File: src/rtl/tare_avg_unit.sv
// rtl/tare_avg_unit.sv - averaging tare capture and net = gross - tare datapath
// Optional signed net output via TARE_SIGNED_NET_EN.
module tare_avg_unit #(
    parameter int             W         = 12,
    parameter int             AVG_LOG2  = 2,
    parameter logic [W-1:0]   TARE_INIT = '0
) (
    input  logic         clk,
    input  logic         rst,
    input  logic [W-1:0] sample_in,
    input  logic         sample_valid,
    input  logic         tare_req,
    input  logic         tare_clear,
    output logic [W-1:0] net_out,
    output logic         net_neg,
    output logic         net_valid,
    output logic [W-1:0] tare_out,
    output logic         tare_busy
);

    localparam int ACC_W = W + AVG_LOG2;
    localparam int CNT_W = (AVG_LOG2 > 0) ? AVG_LOG2 : 1;
    localparam logic [CNT_W-1:0] CNT_LAST = CNT_W'((1 << AVG_LOG2) - 1);

    typedef enum logic {
        TRACK,
        AVG
    } state_t;

    state_t             state_q;
    state_t             state_d;
    logic [ACC_W-1:0]   acc;
    logic [ACC_W-1:0]   acc_sum;
    logic [CNT_W-1:0]   cnt;
    logic               last_sample;
    logic [W:0]         diff;
    logic [W-1:0]       mag;
    logic               below_tare;
    logic [W-1:0]       net_d;
    logic               neg_d;

    assign acc_sum     = acc + ACC_W'(sample_in);
    assign last_sample = (state_q == AVG) && sample_valid && (cnt == CNT_LAST);
    assign tare_busy   = (state_q == AVG);

    // W+1 bit subtraction: the top bit is the borrow, i.e. sample < tare.
    assign diff       = {1'b0, sample_in} - {1'b0, tare_out};
    assign below_tare = diff[W];
    assign mag        = tare_out - sample_in;

    always_comb begin
        net_d = diff[W-1:0];
        neg_d = 1'b0;
`ifdef TARE_SIGNED_NET_EN
        if (below_tare) begin
            net_d = mag;
            neg_d = 1'b1;
        end
`else
        if (below_tare) begin
            net_d = '0;
        end
`endif
    end

    always_comb begin
        state_d = state_q;
        if (tare_clear) begin
            state_d = TRACK;
        end else begin
            case (state_q)
                TRACK:   if (tare_req) state_d = AVG;
                AVG:     if (last_sample) state_d = TRACK;
                default: state_d = TRACK;
            endcase
        end
    end

    always_ff @(posedge clk) begin
        if (rst) begin
            state_q   <= TRACK;
            acc       <= '0;
            cnt       <= '0;
            tare_out  <= TARE_INIT;
            net_out   <= '0;
            net_neg   <= 1'b0;
            net_valid <= 1'b0;
        end else begin
            state_q   <= state_d;
            net_valid <= sample_valid;
            if (sample_valid) begin
                net_out <= net_d;
                net_neg <= neg_d;
            end
            if (tare_clear) begin
                tare_out <= '0;
                acc      <= '0;
                cnt      <= '0;
            end else if (state_q == AVG) begin
                if (last_sample) begin
                    tare_out <= W'(acc_sum >> AVG_LOG2);
                    acc      <= '0;
                    cnt      <= '0;
                end else if (sample_valid) begin
                    acc <= acc_sum;
                    cnt <= cnt + CNT_W'(1);
                end
            end else if (tare_req) begin
                acc <= '0;
                cnt <= '0;
            end
        end
    end

`ifndef TARE_SIGNED_NET_EN
    logic unused_mag;
    assign unused_mag = ^mag;
`endif

endmodule
File: config.mk
export PLATFORM = sky130hd
export DESIGN_NAME = tare_avg_unit
export DESIGN_NICKNAME = d
export VERILOG_FILES = /design/src/rtl/tare_avg_unit.sv
export SDC_FILE = /design/constraint.sdc
export NUM_CORES = 1
export LEC_CHECK = 0
export ABC_CLOCK_PERIOD_IN_PS = 4300
export CORE_MARGIN = 2
export CORE_UTILIZATION = 30
export CTS_BUF_LIST = sky130_fd_sc_hd__clkbuf_16
export DETAILED_ROUTE_END_ITERATION = 10
export GPL_ROUTABILITY_DRIVEN = 0
export SETUP_SLACK_MARGIN = 0.2
export SLEW_MARGIN = 20
export SYNTH_ARGS = -nofsm -noshare
export SYNTH_HDL_FRONTEND = slang
export SYNTH_SLANG_ARGS = --single-unit
File: constraint.sdc
create_clock -name clk -period 4.3 [get_ports clk]
set_input_delay 0.43 -clock clk [delete_from_list [all_inputs] [get_ports clk]]
set_output_delay 0.43 -clock clk [all_outputs]
set_load 0.1 [all_outputs]
==> metrics, run 1 <==
crit-path max FO=11; crit path cell chain=clkdlybuf4s50_1, inv_1, ha_1, inv_1, fa_1, a21o_1, a21oi_2, o31a_1, o211ai_2, a21bo_1, a21oi_2; Most used DFF post-synth=dfxtp_1; Final #Nets=around 420; Final Total Pwr=985.8 uW; post-route clock period utilization=0.6127; router iterations before antenna repair=4; asr flop ratio synth=0; FMAX=379.6 MHz; fin. max-slew vios=0; Avg WL per Cell=14.68 um; Setup crit start kind=input pin; Total Neg Setup Slack=0 ps; number of synthesized flops with an enable pin=0; post-layout min period=2635 ps; Clk pin slew, worst setup/hold paths=about 60 ps; Slew HR=0.3476; worst r2r src=tare_out[0]; area of the die=9879 um^2; CTS root buf=clkbuf_16; Slew @ Worst Pin=975.6 ps; CTS-repair resized insts=0; core box area=8763 um^2; Longest Clk Path Bufs=2; Metal-1 WL=3285 um; Synth Cell Area=2730 um^2; Hold Buf Count CTS=0; Synth Area in Compound Gates=0.2626; First DRT Iteration DRCs=185; xor and xnor fraction of the mapped netlist area=0.04170; dpl hpwl=5415 um; clk sinks=42; initial core utilization=0.3115; MaxCap Viol Count=0; hold path startpoint=net_out[7]; Synth Area in Simple Gates=0.1934; maximum number of pins on one net before global-route repair=24; #FFs+latches synth=42; Remaining DRCs=0; routed length on met3=about 350 um; vias per inst=roughly 5.4; initial antenna violation count=0; Syn Nets=380; Post-Syn Instances=around 340; Synth area leader=dfxtp_1; FF-to-FF path depth=9; diode count=0; H-Tree Depth=2; Util after Layout=0.3861; Area Overhead vs Synth=23.92%; top sig layer=met4; DIE WIDTH=99.40 um; ANT nets after route=0; fillers=896; CP max stage delay=480 ps; RSZ-0062 raised after global routing=false; post-synthesis mux area share=0.007791; setup bufs post-CTS=0; status=finished, final reports clean; Met2 Routed Length=about 3400 um; most common cell in the netlist=dfxtp_1; height of the die=approximately 99 um; first-pass GRT wire length=11740 um; PwrDens=291.4 nW/um^2; Post-Synth Adder-Cell Area=0.1292; reg2reg setup slack=slightly below 2000 ps; arrival time worst endpoint=2840 ps; top cells by area, synth=dfxtp_1, ha_1, a21oi_1, nand2_1, nor2_1; final setup violation count=0; Synthesis Warnings=0; crit path kind=input pin to flip-flop; Total GRT Usage=0.1448; post-synth cell types=56; Fin Clk Skew=3.937 ps; final hold vios=0; Worst path slowest cell=clkdlybuf4s50_1; total CTS buffers=5; maximum vdd ir drop=0.0001646 V; Routed WL=7092 um; Port Buffers=42; via count=2590; CTS tree=built; WHS Path Cells=2; Worst Hold Path EP=net_out[7]; Setup crit end kind=flip-flop; IO Pins=44; largest family of logic cells by synthesized area=compound AO/OA/AOI/OAI gates; WP data required=between 4000 and 5000 ps; Avg Cell Area, Syn=8.125 um^2; number of global-route vias before repair=2485; reg-to-reg endpoint=net_out[10]; post-synth top area share=0.3080; global route overflow=0; layout cells sized above 1=0.04267; sequential share of the synthesized area=0.3080; worst hold-check path type=flip-flop to flip-flop; Clock Latency Late Sink=280 ps; Core Rows=34; Hold WS=454.7 ps; Leakage=around 0.0013 uW; Post-synth top cells=dfxtp_1, nand2_1, a21oi_1, ha_1, nor2_1
## power breakdown
part	internal, uW	total [uW]	switching [uW]
clock network	210	360	150
logic	72.3	220	148
registers	399	405	6.02
total	682	986	304
## cells by family (layout without fill, tap and decap cells)
kind of cell / Yosys count / count (layout)
compound gates: 106 / 106
mux: 2 / 2
simple gates: 108 / 108
fa+ha+maj: 27 / 27
other cells: 1 / 1
flops: 42 / 42
xor+xnor: 13 / 13
buf+inv: 37 / 76
## registers in the layout (all words and copies together) (netlist names)
name,cells
acc,14
cnt,2
net_out,12
net_valid,1
tare_busy,1
tare_out,12
## layout by cell type, fill, tap and decap left out, types with 10 or more instances in the layout
cell type / count
inv_1: 23
a22oi_1: 10
o21ai_0: 14
nand2_1: 31
nor2_1: 25
a21oi_1: 29
clkdlybuf4s50_1: 42
dfxtp_1: 42
nand3_1: 13
ha_1: 25
## area by class of cell
type,instances,area [um^2],area share
multi-input combinational,257,1737,0.5133
sequential,42,840.8,0.2485
timing repair buffer,46,450.4,0.1331
tap,108,135.1,0.03994
clock buffer,5,125.1,0.03698
inverter,22,82.58,0.02441
clock inverter,3,12.51,0.003698
## stage by stage
| step | area, um^2 | setup WS [ps] | std cells |
|---|---|---|---|
| finish | 3383 | 1665 | 483 |
| global route | 3383 | 1498 | 483 |
| CTS | 3383 | 1664 | 483 |
| detailed placement | 3246 | 1381 | 475 |
| global placement | 3246 | 1432 | 475 |
| floorplan | 2730 | 1363 | 336 |
## worst max-delay path: cells and delay by family
family          cells  cell delay [ps]
buf+inv             3              610
compound gates      6             1400
fa+ha+maj           2              410
## worst max-delay path by stage
stage | startpoint | endpoint | slack (ps) | cells past startpoint
finish | sample_in[0] | net_out[10] | 1670 | 11
global route | sample_in[0] | net_out[10] | 1500 | 11
CTS | sample_in[0] | net_out[10] | 1660 | 11
detailed placement | sample_in[0] | net_out[10] | 1380 | 11
global placement | sample_valid | tare_out[4] | 1430 | 4
floorplan | tare_out[0] | net_out[10] | 1360 | 9
## per-layer routing
layer / track usage / vias up
li1: - / 1301
met1: 0.1922 / 1219
met3: 0.03373 / 6
met4: 0.02424 / 0
met5: 0 / -
met2: 0.2438 / 64
Note: power is estimated with default switching activity, not from simulation.
==> run 2, diff against run 1 <==
ABC_CLOCK_PERIOD_IN_PS = 2400   (was 4300)
clock period = 2.4 ns   (was 4.3 ns; I/O delays follow)
==> run 2 against run 1 <==
Against the previous run:
- routed wire length is 7.0% higher
- combinational power is 96% higher
- setup slack worse by 1400 ps
- flip-flop and latch count stayed put
- clock power is 140% higher
- first-iteration DRC count is 1.6% higher
- non-clock buffer count is 33 higher
==> metrics, run 2 (synthesis results as in run 1) <==
status=finished, final reports clean; initial core utilization=0.3115 (unchanged); RSZ-0062 raised after global routing=true; height of the die=99.40 um (unchanged); Setup crit end kind=flip-flop; total CTS buffers=5 (unchanged); Clock Latency Late Sink=280 ps (about the same); crit path cell chain=clkdlybuf4s50_1, ha_1, and2_1, a221oi_4, a21bo_2, a21oi_1, o31a_1, o31ai_2; arrival time worst endpoint=2390 ps (-450 ps); commonest cells after routing, fill and taps aside=buf_4, nand2_1, dfxtp_1; area of the die=9879 um^2 (unchanged); final setup violation count=0 (unchanged); vias per inst=5.136 (-4.2%); Core Rows=34 (unchanged); ANT nets after route=0 (unchanged); crit-path max FO=4 (-7); FMAX=457.8 MHz; worst hold-check path type=flip-flop to flip-flop; dpl hpwl=5931 um (+9.5%); Area Overhead vs Synth=36.48%; final hold vios=0 (unchanged); Setup crit start kind=input pin; number of global-route vias before repair=2608 (+4.9%); Fin Clk Skew=3.571 ps (-0.3664 ps); CTS root buf=clkbuf_16; clk sinks=42 (unchanged); CP max stage delay=460 ps (-20 ps); max reg flops=14 (unchanged); Total GRT Usage=0.1539 (+0.009137); IO Pins=44 (unchanged); H-Tree Depth=2 (unchanged); DIE WIDTH=99.40 um (unchanged); Avg WL per Cell=14.70 um (+0.11%); Slew HR=0.6024 (+0.2548); WP data required=2600 ps (-1910 ps); core box area=8763 um^2 (unchanged); router iterations before antenna repair=6 (+2); Leakage=0.001519 uW (+19%); Top reg by flops=acc; fin. max-slew vios=0 (unchanged); PwrDens=545.6 nW/um^2 (+87%); Total Neg Setup Slack=0 ps (unchanged); crit path kind=input pin to flip-flop; First DRT Iteration DRCs=188 (+1.6%); Hold WS=454.2 ps (-0.5500 ps); CTS tree=built; post-route clock period utilization=0.9102; MaxCap Viol Count=0 (unchanged); final cell count without fillers=516 (+6.8%); Util after Layout=0.4252 (+0.03912); Clk pin slew, worst setup/hold paths=60 ps (about the same); Longest Clk Path Bufs=2 (unchanged); most common cell after layout, fill and taps aside=buf_4; Routed WL=7585 um (+7.0%); via count=2650 (+2.3%); biggest regs=acc x14, net_out x12, tare_out x12; diode count=0 (unchanged); Final #Nets=451 (+7.9%); initial antenna violation count=0 (unchanged); first-pass GRT wire length=12360 um (+5.3%); layout cells sized above 1=0.2525 (+0.2098); final instance area=3726 um^2 (+10%); Placed Area=3463 um^2 (+6.7%); Worst path slowest cell=clkdlybuf4s50_1; global route overflow=0 (unchanged); post-layout min period=2184 ps; maximum vdd ir drop=0.0002933 V (+78%); Remaining DRCs=0 (unchanged); maximum number of pins on one net before global-route repair=15 (-38%); Slew @ Worst Pin=596.5 ps (-379.1 ps); cell count after placement=507 (+6.7%); Port Buffers=42 (unchanged)
[run 2: path summary, 6_finish.rpt]
kind	startpoint	to	slack [ps]	cells past startpoint
worst max-delay path	sample_in[3]	acc[9]	220	8
worst min-delay path	net_out[7]	net_out[7]	450	2
worst max register to register	acc[0]	tare_out[8]	280	8
worst min register to register	net_out[7]	net_out[7]	450	2
[run 2: worst max-delay path: cells and delay by family]
kind	cells	cell delay (ps)
compound gates	5	1160
fa+ha+maj	1	330
buf+inv	1	460
simple gates	1	210
[run 2: metal layers]
layer  vias to the layer above  wire length [um]  global-route usage
li1                       1373                 -                   -
met4                         0               121             0.03899
met3                         8               254             0.03022
met2                        49              3545              0.2542
met1                      1220              3664              0.2065
met5                         -                 0                   0
[run 2: layout make-up]
| cell class | instances | area (um^2) |
|---|---|---|
| fill | 874 | 5037 |
| multi-input combinational | 257 | 1824 |
| sequential | 42 | 864.6 |
| timing repair buffer | 79 | 630.6 |
| tap | 108 | 135.1 |
| clock buffer | 5 | 125.1 |
| inverter | 22 | 82.58 |
| clock inverter | 3 | 63.81 |
[run 2: power breakdown]
| group | switching (uW) | internal, uW | total [uW] |
|---|---|---|---|
| Clock | 286 | 593 | 879 |
| Combinational | 280 | 152 | 432 |
| Sequential | 11.3 | 711 | 722 |
| Total | 577 | 1460 | 2030 |
[run 2: stage by stage]
| step | total power [uW] | worst slack, ps |
|---|---|---|
| floorplan | 1028 | 115.3 |
| global placement | 1154 | -109.1 |
| detailed placement | 1159 | -217.1 |
| CTS | 2043 | 219.4 |
| global route | 2110 | 125.2 |
| finish | 2033 | 215.6 |
[run 2: timing repair]
action / in CTS / in global routing
endpoints found under the setup margin: 11 / 12
endpoints found under the hold margin: 0 / 0
pin swaps: 3 / 3
setup buffers: 0 / 1
gates resized for setup: 8 / 10
hold buffers: 0 / 0
==> run 3, diff against run 2 <==
GPL_ROUTABILITY_DRIVEN = not set   (was 0)
==> results of run 3 <==
The final DEF is identical to that of run 2; final timing and power are the same.
==> patch 1: new RTL, flow settings as in run 3 <==
Make the reset (`rst`) asynchronous in one clocked block.
--- a/src/rtl/tare_avg_unit.sv
+++ b/src/rtl/tare_avg_unit.sv
@@ -76,7 +76,7 @@
         end
     end
 
-    always_ff @(posedge clk) begin
+    always_ff @(posedge clk or posedge rst) begin
         if (rst) begin
             state_q   <= TRACK;
             acc       <= '0;
Check against the original RTL: differs if rst is asserted again (counterexample within 4 cycles, from zero or initial values and one cycle with rst high); with rst held inactive, the same outputs for 4 cycles.
==> patch 1 against run 3 <==
  * Sequential cell count stayed put
  * Power is 7.4% higher
  * Design area is 2.6% higher
  * Synthesized cell count is 13% lower
  * Setup slack better by 11 ps
  * Wire length is 0.28% higher
  * Area after synthesis is 3.6% higher
  * Largest cell class unchanged
==> patch 1: results (changes against run 3) <==
Layout
The share of cells above drive strength 1 is 28.9% (+3.6 points). The number of filler cells placed in the layout is 884 (+1.1%). The layout net count is 410 (-9.1%).

In the final layout, the registers with the most flip-flops are acc: 14 flops, net_out: 12 flops, tare_out: 12 flops.

Min path
The min-delay analysis places its worst path in the category input port to asynchronous set/reset pin.

Drt
The detailed-router iteration count before antenna repair is 4 (-2). The sum of routed wire length over all layers came to 7610 um (+0.28%). The DRC marker count from the first detailed-route iteration was 116 (-38%).

The total number of vias is 2488 (-6.1%).

Logic synthesis
The number of nets in the synthesized netlist is 338 (-11%). Ranked by total cell area, the synthesized netlist is headed by sky130_fd_sc_hd__dfrtp_1 37%, sky130_fd_sc_hd__ha_1 11%, sky130_fd_sc_hd__a22o_1 5.6%. Among all flip-flop cells after synthesis, the most frequent one is sky130_fd_sc_hd__dfrtp_1. By count the netlist is led by 42 x sky130_fd_sc_hd__dfrtp_1, 25 x sky130_fd_sc_hd__ha_1, 24 x sky130_fd_sc_hd__inv_1. The share of async-settable or async-resettable flops after synthesis is 100% (+100 points).

The register area share after synthesis is 37.2% (+6.4 points). The number of library cell types mapped by synthesis is 53 (-5.4%).

Critical path
The top fanout value on the critical path is 3 (-1). The delay of the slowest cell on the worst path is 430 ps (-30 ps). The arrival time reported for the critical path endpoint is 2350 ps (-40 ps). The kind of cell with the highest combined delay along the critical path is buffers and inverters.

STA
The maximum clock skew at final layout is 4.57 ps (+1.00 ps). The transition time at the pin with the least slew margin is 759 ps (+163 ps).

Pwr
The standby leakage power is 1.73 nW (+14%). The switching share of power is 33.8% (+5.4 points).

Run status
The flow ran to the end, and the final reports show no timing, DRC or antenna violations.

GRT
The total routing usage reported by global routing was 15.2% (-0.21 points). The number of global-route vias before repair is 2444 (-6.3%). The wire length of the first global-routing pass came to 12000 um (-3.1%). The pin count of the biggest net entering global routing is 43 (+28).

Place
The final estimated routing congestion in global placement is 0.803 (-4.5%). The setup slack after placement is -164 ps (+52.7 ps). The count of input and output buffers came to 42 (unchanged).

The estimated wirelength of the detail-placed design was 5650 um (-4.8%).

Clock network
The number of gates resized after cts is 3 (-5). The count of buffers added by post-CTS timing repair for setup is 1 (+1).
## patch 1: changes by cell type after synthesis, moves of 6 or more
cell / delta
sky130_fd_sc_hd__nor2_1: -11
sky130_fd_sc_hd__nand2_1: -8
sky130_fd_sc_hd__o21ai_1: +8
sky130_fd_sc_hd__a21oi_1: -11
sky130_fd_sc_hd__nand4_1: -6
sky130_fd_sc_hd__dfrtp_1: +42
sky130_fd_sc_hd__o2bb2ai_1: +7
sky130_fd_sc_hd__a22o_1: +18
sky130_fd_sc_hd__clkbuf_1: -6
sky130_fd_sc_hd__dfxtp_1: -42
sky130_fd_sc_hd__a22oi_1: -9
## patch 1: cell type report
class,instances,area share [%]
well taps,111,3.63
repair buffers,73,15.5
clock buffers,5,3.27
flip-flops and latches,42,28.1
multi-input cells,220,46.1
inverters,24,2.36
clock inverters,3,1.05
## patch 1: power by group through the flow
stage	combinational (mW)	sequential [mW]	clock, mW
after floorplan	0.243	0.974	0
after global placement	0.613	0.778	0
after detailed placement	0.617	0.780	0
after CTS	0.623	0.767	0.785
after global routing	0.691	0.774	0.808
final	0.643	0.769	0.772
## patch 1: worst register-to-register path, delay by kind of cell (launching register included)
kind            cells  cell delay (ps)
fa+ha+maj           2              520
flops               1              420
buf+inv             1               40
compound gates      5             1080
## patch 1: cell families (layout without fill, tap and decap cells)
kind of cell | after synthesis | after routing | share of synthesized area (%)
AOI/OAI and AO/OA | 112 | 112 | 29.3
other | 1 | 1 | 0.133
and+or+nand+nor | 64 | 64 | 11.3
buffers and inverters | 32 | 105 | 4.69
adders and majority gates | 27 | 27 | 12.5
DFF | 42 | 42 | 37.2
xor gates and xnor gates | 16 | 16 | 4.96
## patch 1: metrics by stage
step | power, mW | setup TNS, ps | area (um^2) | instances
after floorplan | 1.22 | 0 | 2870 | 294
after global routing | 2.27 | 0 | 3820 | 478
after detailed placement | 1.40 | -1370 | 3540 | 467
after global placement | 1.39 | -1010 | 3530 | 467
final | 2.18 | 0 | 3820 | 478
after CTS | 2.18 | 0 | 3720 | 476
## patch 1: layer usage
layer / routed length [um] / share of wire [%] / vias to the layer above / global-route usage [%]
li1: - / - / 1223 / -
met2: 3650 / 48 / 42 / 26.4
met1: 3500 / 46 / 1210 / 18.7
met4: 196 / 2.6 / 0 / 4.89
met5: 0 / 0 / - / 0
met3: 264 / 3.5 / 13 / 3.12
## patch 1: worst paths after layout
path	startpoint	to	slack, ps	cells after the start
worst max-delay path	sample_in[1]	net_out[9]	230	10
max in group asynchronous	rst	tare_out[0]	1560	3
worst min register to register	net_out[3]	net_out[3]	480	2
worst max register to register	tare_out[0]	net_out[2]	230	8
min in group clk	sample_in[0]	net_out[0]	410	4
worst min-delay path	rst	net_valid	400	3
==> patch 2: new RTL, settings of run 3 <==
Without the edit above. Set the parameter `W` to 6 (it was 12).
--- a/src/rtl/tare_avg_unit.sv
+++ b/src/rtl/tare_avg_unit.sv
@@ -1,7 +1,7 @@
 // rtl/tare_avg_unit.sv - averaging tare capture and net = gross - tare datapath
 // Optional signed net output via TARE_SIGNED_NET_EN.
 module tare_avg_unit #(
-    parameter int             W         = 12,
+    parameter int             W         = 6,
     parameter int             AVG_LOG2  = 2,
     parameter logic [W-1:0]   TARE_INIT = '0
 ) (
Ports: changed (resized net_out, sample_in and tare_out); port bits go from 44 to 26. No check against the original RTL was run, so the function may have changed too.
==> patch 2 against run 3 <==
  * Count of clock-buffer cells in the layout decreased by 2
  * Sequential cell count decreased by 18
  * Die area decreased by 48%
  * Power decreased by 53%
  * Area after synthesis decreased by 50%
  * Design area decreased by 54%
  * Setup slack improved by 140 ps
  * Wire length decreased by 58%
  * Critical endpoint is now net_out[5]
==> patch 2: results (changes against run 3) <==
Run status
The flow ran to the end, and the final reports show no timing, DRC or antenna violations.

Layout
The share of cells above drive strength 1 is 15.8% (-9.5 points). The number of filler cells placed in the layout is 459 (-47%). The layout net count came to 211 (-53%). The largest registers in the layout are acc: 8 flops, net_out: 6 flops, tare_out: 6 flops. The final instance count without filler cells is 236 (-54%). The antenna cell count is 0 (unchanged).

STA
The maximum clock skew at final layout is 1.55 ps (-2.02 ps).

GRT
The wire length of the first global-routing pass is 5390 um (-56%). The pin count of the biggest net entering global routing is 17 (+2). The number of global-route vias before repair is 1188 (-54%). The total routing usage reported by global routing is 13.2% (-2.2 points).

Clock network
The worst-skew pair later-pin latency came to 260 ps (-20 ps). The count of H-tree levels built during CTS is 1 (-1). The number of buffers created by CTS came to 3 (-2).

Logic synthesis
The multiplexer area fraction after synthesis is 1.45% (+0.68 points). The area share of xor/xnor cells in the synthesized design is 3.82% (-0.35 points). The adder and majority gate portion of the synthesized area came to 14.7% (+1.8 points). The number of instances in the synthesized netlist is 159 (-53%). The fraction of the mapped netlist area in compound gates is 25.6% (-0.62 points). The register area share after synthesis came to 34.9% (+4.1 points). The number of nets in the synthesized netlist came to 185 (-51%). Sorting the synthesized cells by how often they occur yields 24 x sky130_fd_sc_hd__dfxtp_1, 20 x sky130_fd_sc_hd__nor2_1, 13 x sky130_fd_sc_hd__ha_1. In the post-synthesis netlist, the biggest area contributors are sky130_fd_sc_hd__dfxtp_1 35%, sky130_fd_sc_hd__ha_1 12%, sky130_fd_sc_hd__nor2_1 5.5%. The number of library cell types mapped by synthesis is 38 (-32%).

Min path
In this run the most critical hold path is launched from net_out[0]. The min-delay analysis places its worst path in the category register to register.

Place
The estimated wirelength of the detail-placed design is 2480 um (-58%). The count of input and output buffers is 24 (-43%). The setup slack after placement is 32.6 ps (+250 ps). The number of cells after detailed placement is 232 (-54%).

The final estimated routing congestion in global placement is 0.822 (-2.2%).

Drt
The detailed-router iteration count before antenna repair was 4 (-2). The ratio of routed vias to standard cells is 5.11 (-0.50%). The DRC marker count from the first detailed-route iteration is 104 (-45%). The sum of routed wire length over all layers is 3160 um (-58%).

Pwr
The standby leakage power is 0.699 nW (-54%). The worst ir drop on vdd is 0.000244 V (-17%).

Critical path
On the critical path, the stage with the largest delay is an instance of sky130_fd_sc_hd__clkdlybuf4s50_1. The arrival time reported for the critical path endpoint came to 2200 ps (-190 ps). The most critical setup path has its startpoint at sample_in[1]. The top fanout value on the critical path is 4 (unchanged). Grouping stages by cell kind, the critical path spends the most delay in compound AO/OA/AOI/OAI gates. The delay of the slowest cell on the worst path is 600 ps (+140 ps).

Job
The count of max-cap constraint violations is 0 (unchanged).
-- patch 2: worst paths after layout --
kind / end / slack [ps] / depth (start not counted)
worst max-delay path: net_out[5] / 350 / 7
worst min-delay path: net_out[0] / 470 / 2
worst max register to register: acc[6] / 490 / 7
worst min register to register: net_out[0] / 470 / 2
-- patch 2: timing repair --
item | in CTS | in global routing
buffers inserted | 0 | 0
endpoints found under the setup margin | 0 | 2
gates resized for setup | 0 | 1
-- patch 2: cell type report --
type	count	area (um^2)	area share (%)
sequential	24	490	28.3
multi-input combinational	120	840	48.5
clock inverter	1	3.75	0.217
clock buffer	3	75.1	4.34
timing repair buffer	26	220	12.7
tap	52	65.1	3.76
inverter	10	37.5	2.17
-- patch 2: worst reg2reg max path, stage by stage, from the launching register on --
cell and delay [ps]:
sky130_fd_sc_hd__dfxtp_1 310, sky130_fd_sc_hd__ha_1 220, sky130_fd_sc_hd__fa_1 430, sky130_fd_sc_hd__a211oi_1 250, sky130_fd_sc_hd__o21bai_1 170, sky130_fd_sc_hd__a21oi_1 210
sky130_fd_sc_hd__a21oi_1 90, sky130_fd_sc_hd__o22ai_1 160
-- patch 2: kinds of logic after synthesis --
| group | Yosys count |
|---|---|
| and+or+nand+nor | 46 |
| DFF | 24 |
| muxes | 2 |
| xor gates and xnor gates | 6 |
| adders and majority gates | 15 |
| buffers and inverters | 15 |
| AOI/OAI and AO/OA | 50 |
| other | 1 |
-- patch 2: routing by layer --
metal	global-route usage, %	routed length [um]	part of all wire [%]
met5	0	0	0
met4	5.03	30	0.95
met3	2.67	156	4.9
met2	21.3	1460	46
met1	17.3	1520	48
-- patch 2: metrics by stage --
step,cell area (um^2),power (mW)
floorplan,1390,0.543
global placement,1650,0.593
detailed placement,1650,0.593
CTS,1730,0.960
global route,1730,0.994
finish,1730,0.951
-- patch 2: power breakdown --
group / leakage (nW) / total [mW] / switching, mW / internal (mW)
combinational: 0.463 / 0.175 / 0.118 / 0.0564
sequential: 0.197 / 0.410 / 0.00564 / 0.404
clock: 0.0385 / 0.366 / 0.143 / 0.223
